[config.mk]
export PLATFORM = sky130hd
export DESIGN_NAME = onehot_step_decoder
export DESIGN_NICKNAME = d
export VERILOG_FILES = /design/src/rtl/onehot_step_decoder.sv
export SDC_FILE = /design/constraint.sdc
export NUM_CORES = 1
export LEC_CHECK = 0
export BUFFER_PORTS_ARGS = -buffer_cell sky130_fd_sc_hd__buf_2
export CAP_MARGIN = 20
export CORE_MARGIN = 1.5
export CORE_UTILIZATION = 35
export DETAILED_ROUTE_END_ITERATION = 7
export PLACE_DENSITY = 0.54
export REMOVE_ABC_BUFFERS = 1
export SLEW_MARGIN = 10
export SYNTH_ARGS = -nofsm -noshare
export SYNTH_HDL_FRONTEND = slang
export SYNTH_SLANG_ARGS = --single-unit
[constraint.sdc]
create_clock -name clk_i -period 3.89 [get_ports clk_i]
set_input_delay 0.389 -clock clk_i [delete_from_list [all_inputs] [get_ports clk_i]]
set_output_delay 0.389 -clock clk_i [all_outputs]
set_load 0.01 [all_outputs]
[src/rtl/onehot_step_decoder.sv]
// ============================================================================
//  Module      : onehot_step_decoder
//  Description : Registered binary-to-one-hot decoder. In step mode, the same
//                one-hot register runs as a ring counter T0..T(LAST_STEP)
//                with a wrap pulse on the return to step 0.
//  Revision    : 1.0 - initial release
// ============================================================================
`default_nettype none

module onehot_step_decoder #(
  parameter  int SEL_W     = 4,
  parameter  int LAST_STEP = (1 << SEL_W) - 1,
  localparam int OUT_W     = 1 << SEL_W
) (
  input  logic             clk_i,
  input  logic             reset_i,
  input  logic             mode_i,
  input  logic             in_valid_i,
  input  logic [SEL_W-1:0] in_sel_i,
  input  logic             step_en_i,
  input  logic             step_clr_i,
  output logic [OUT_W-1:0] out_o,
  output logic [SEL_W-1:0] index_o,
  output logic             out_valid_o,
  output logic             wrap_o
);

  // Final ring position expressed at the width of the index register.
  localparam logic [SEL_W-1:0] C_LAST_IDX = LAST_STEP[SEL_W-1:0];
  localparam logic [OUT_W-1:0] C_ONEHOT_0 = {{(OUT_W-1){1'b0}}, 1'b1};

  // The one-hot vector and the binary index are both kept as registers so
  // that neither output has a decoder or encoder behind its flop.
  logic [OUT_W-1:0] out_q,       out_d;
  logic [SEL_W-1:0] index_q,     index_d;
  logic             out_valid_q, out_valid_d;
  logic             wrap_q,      wrap_d;

  // Decoded form of in_sel, one comparator per output line.
  logic [OUT_W-1:0] w_dec;

  genvar g;
  generate
    for (g = 0; g < OUT_W; g++) begin : g_dec
      assign w_dec[g] = (in_sel_i == SEL_W'(g));
    end
  endgenerate

  // Step mode at the end of the ring, or sitting on an index above it that
  // decode mode left behind, both restart at step 0 and flag a wrap.
  logic w_at_end;
  assign w_at_end = (index_q >= C_LAST_IDX);

  // Next-state selection: mode picks decode or step behaviour each cycle;
  // in step mode a clear outranks an advance.
  always_comb begin
    out_d       = out_q;
    index_d     = index_q;
    out_valid_d = 1'b0;
    wrap_d      = 1'b0;
    if (mode_i) begin
      if (step_clr_i) begin
        out_d       = C_ONEHOT_0;
        index_d     = '0;
        out_valid_d = 1'b1;
      end else if (step_en_i) begin
        out_valid_d = 1'b1;
        if (w_at_end) begin
          out_d   = C_ONEHOT_0;
          index_d = '0;
          wrap_d  = 1'b1;
        end else begin
          out_d   = out_q << 1;
          index_d = index_q + 1'b1;
        end
      end
    end else if (in_valid_i) begin
      out_d       = w_dec;
      index_d     = in_sel_i;
      out_valid_d = 1'b1;
    end
  end

  // State register; reset parks the output on line 0 with both pulses low.
  always_ff @(posedge clk_i) begin
    if (reset_i) begin
      out_q       <= C_ONEHOT_0;
      index_q     <= '0;
      out_valid_q <= 1'b0;
      wrap_q      <= 1'b0;
    end else begin
      out_q       <= out_d;
      index_q     <= index_d;
      out_valid_q <= out_valid_d;
      wrap_q      <= wrap_d;
    end
  end

  assign out_o       = out_q;
  assign index_o     = index_q;
  assign out_valid_o = out_valid_q;
  assign wrap_o      = wrap_q;

endmodule

`default_nettype wire

==> metrics <==
crit path cell chain ha_1, nand3_1, and4_1, a211o_1; Via Count 1148; final setup fails 0; Initial Util 37.3%; cts hold-fix bufs 0; Slew Limit Headroom 51.9%; VDD IR-drop max 0.258 mV; Cell variety after synth 30; FF-to-FF path depth 4; Clk Tree Root Cell clkbuf_4; CP delay by family, top simple AND/OR/NAND/NOR gates; Vias/cell 5.74; hold depth 3; Synth area leaders dfxtp_1 38%, a32oi_1 8.4%, a21oi_1 7.4%, a311oi_1 6.1%, a211oi_1 5.9%; Setup CP Type register to register; average routed wire per standard cell 14.7 um; Seq/Total Area, Yosys 38.3%; Resized cells post-CTS 0; initial antenna violation count 0; Finished Layout Cells 200; largest area contributor in the netlist dfxtp_1; leakage 0.526 nW; Synth Cell Area 1150 um^2; Hold Slack 0.341 ns; clk slew on worst S/H paths 0.13 ns; fraction of layout cells with a size suffix above 1 26.3%; PortBufs 31; Routed Antenna Nets 0; Worst EP required 4.09 ns; Final Slew Violations 0; final worst clock skew 0.0104 ns; Clock Latency Late Sink 0.31 ns; largest net degree at the start of global routing 23; post-CTS setup buffers 0; cell count after placement 195; H-tree Lvls 1; Tmin final 1.88 ns; Yosys warnings 0; worst path bufs/invs 0; Nets 168; TritonCTS buffer count 3; RD Place Congestion 0.864; period utilisation layout 48.4%; Core Area 3080 um^2; RSZ-0062 raised after global routing no; CP Launch Type register; Final Hold Violating Endpoints 0; global-route wire length before repair 4.75 mm; pwr dens 347 nW/um^2; Final Core Density 44.0%; max incr delay on CP 0.44 ns; Total Die Area 3630 um^2; HPWL after DPL 2.01 mm; Worst Tran Pin Value 0.721 ns; FP Rows 20; DIE HEIGHT 60.3 um; #FFs+latches synth 22; Area Growth Syn to Fin 17.9%; CTS tree done; Setup TNS Final 0 ns; FMAX 531 MHz; final WL 2.95 mm; Clock Tree Buf Depth 2; Ports 32; DRC viols 0; post-synth top area share 38.3%; DR pass1 iterations 4; Max Cap Viol 0; Initial DRC Count 64; Post-Syn Area per Cell 8.84 um^2; CP max FO 16; Gate Count Post-Synth 130; clk sinks 22; Diodes inserted 0; GRT Util Overall 17.3%; status completed; Crit-path slowest cell nand3_1; worst hold-check path type primary input to register; Crit. End Element register; Die X 60.3 um; CP arrival 2.09 ns; Crit path depth 4; vias in the first global route 982; GRT Residual Overflow 0
-- cell usage after synthesis --
| master | count |
|---|---|
| nand3_1 | 13 |
| nand3b_1 | 1 |
| nor3b_2 | 3 |
| a21boi_1 | 1 |
| nor3_2 | 1 |
| or3b_1 | 1 |
| nand2b_1 | 5 |
| nor3_1 | 1 |
| buf_6 | 1 |
| nand2_1 | 4 |
| o211a_1 | 1 |
| buf_4 | 1 |
| a32oi_1 | 11 |
| and3b_1 | 1 |
| nor2_1 | 5 |
| and4_1 | 1 |
| inv_1 | 3 |
| o32ai_1 | 2 |
| a211oi_1 | 9 |
| a21oi_1 | 17 |
| ha_1 | 1 |
| a211o_1 | 1 |
| clkbuf_1 | 3 |
| dfxtp_1 | 22 |
| nand4_1 | 1 |
| buf_2 | 6 |
| a22oi_1 | 1 |
| nor2b_1 | 4 |
| a311oi_1 | 8 |
| or2_1 | 1 |
-- worst reg2reg max path, stage by stage (launching register included) --
cell and delay, ns:
dfxtp_1 0.42, ha_1 0.29, nand3_1 0.44, and4_1 0.40, a211o_1 0.22
-- cell type report --
type | instances | area [um^2]
timing repair buffer | 33 | 174
multi-input combinational | 94 | 637
fill | 311 | 1720
tap | 44 | 55.1
clock buffer | 4 | 36.3
inverter | 3 | 11.3
sequential | 22 | 440
-- layer usage --
layer  wire [um]  global-route usage [%]
met1        1430                    23.9
met2        1330                    27.0
met3         168                    3.90
met4          20                    4.44
met5           0                       0
-- final timing paths --
path | start | endpoint | slack (ns)
min reg2reg | out_o[10] | out_o[11] | 0.51
min | step_en_i | wrap_o | 0.34
max | index_o[0] | index_o[3] | 2.01
max reg2reg | index_o[0] | index_o[3] | 2.01
-- state kept, by name, indices dropped and copies added (netlist names) --
signal       cells
out_o           16
wrap_o           1
index_o          4
out_valid_o      1
-- through the flow --
step | instance area, um^2 | power [mW] | setup WS (ns)
final | 1350 | 0.470 | 2.01
after global routing | 1350 | 0.499 | 1.84
after CTS | 1350 | 0.477 | 2.00
after detailed placement | 1310 | 0.349 | 1.68
after global placement | 1300 | 0.347 | 1.68
after floorplan | 1090 | 0.307 | 2.29
-- report_power, final --
group | switching, mW | internal [mW]
combinational | 0.0542 | 0.0375
clock | 0.0685 | 0.0571
sequential | 0.0124 | 0.241
-- kinds of logic (layout without fill, tap and decap cells) --
group,count (synthesis),after routing,share of synthesized area (%)
compound gates,51,51,32.2
fa+ha+maj,1,1,1.09
buf+inv,14,40,6.21
flops,22,22,38.3
simple gates,42,42,22.1
-- cell usage in the layout, fill, tap and decap left out, types with 2 or more instances in the layout --
| master | count |
|---|---|
| buf_2 | 31 |
| dfxtp_1 | 22 |
| a21oi_1 | 17 |
| nand3_1 | 13 |
| a32oi_1 | 11 |
| a211oi_1 | 9 |
| a311oi_1 | 8 |
| nor2_1 | 5 |
| nand2b_1 | 5 |
| nor2b_1 | 4 |
| nand2_1 | 4 |
| nor3b_2 | 3 |
| inv_1 | 3 |
| clkbuf_4 | 3 |
| o32ai_1 | 2 |
No activity file was read; power rests on OpenSTA's default activity.
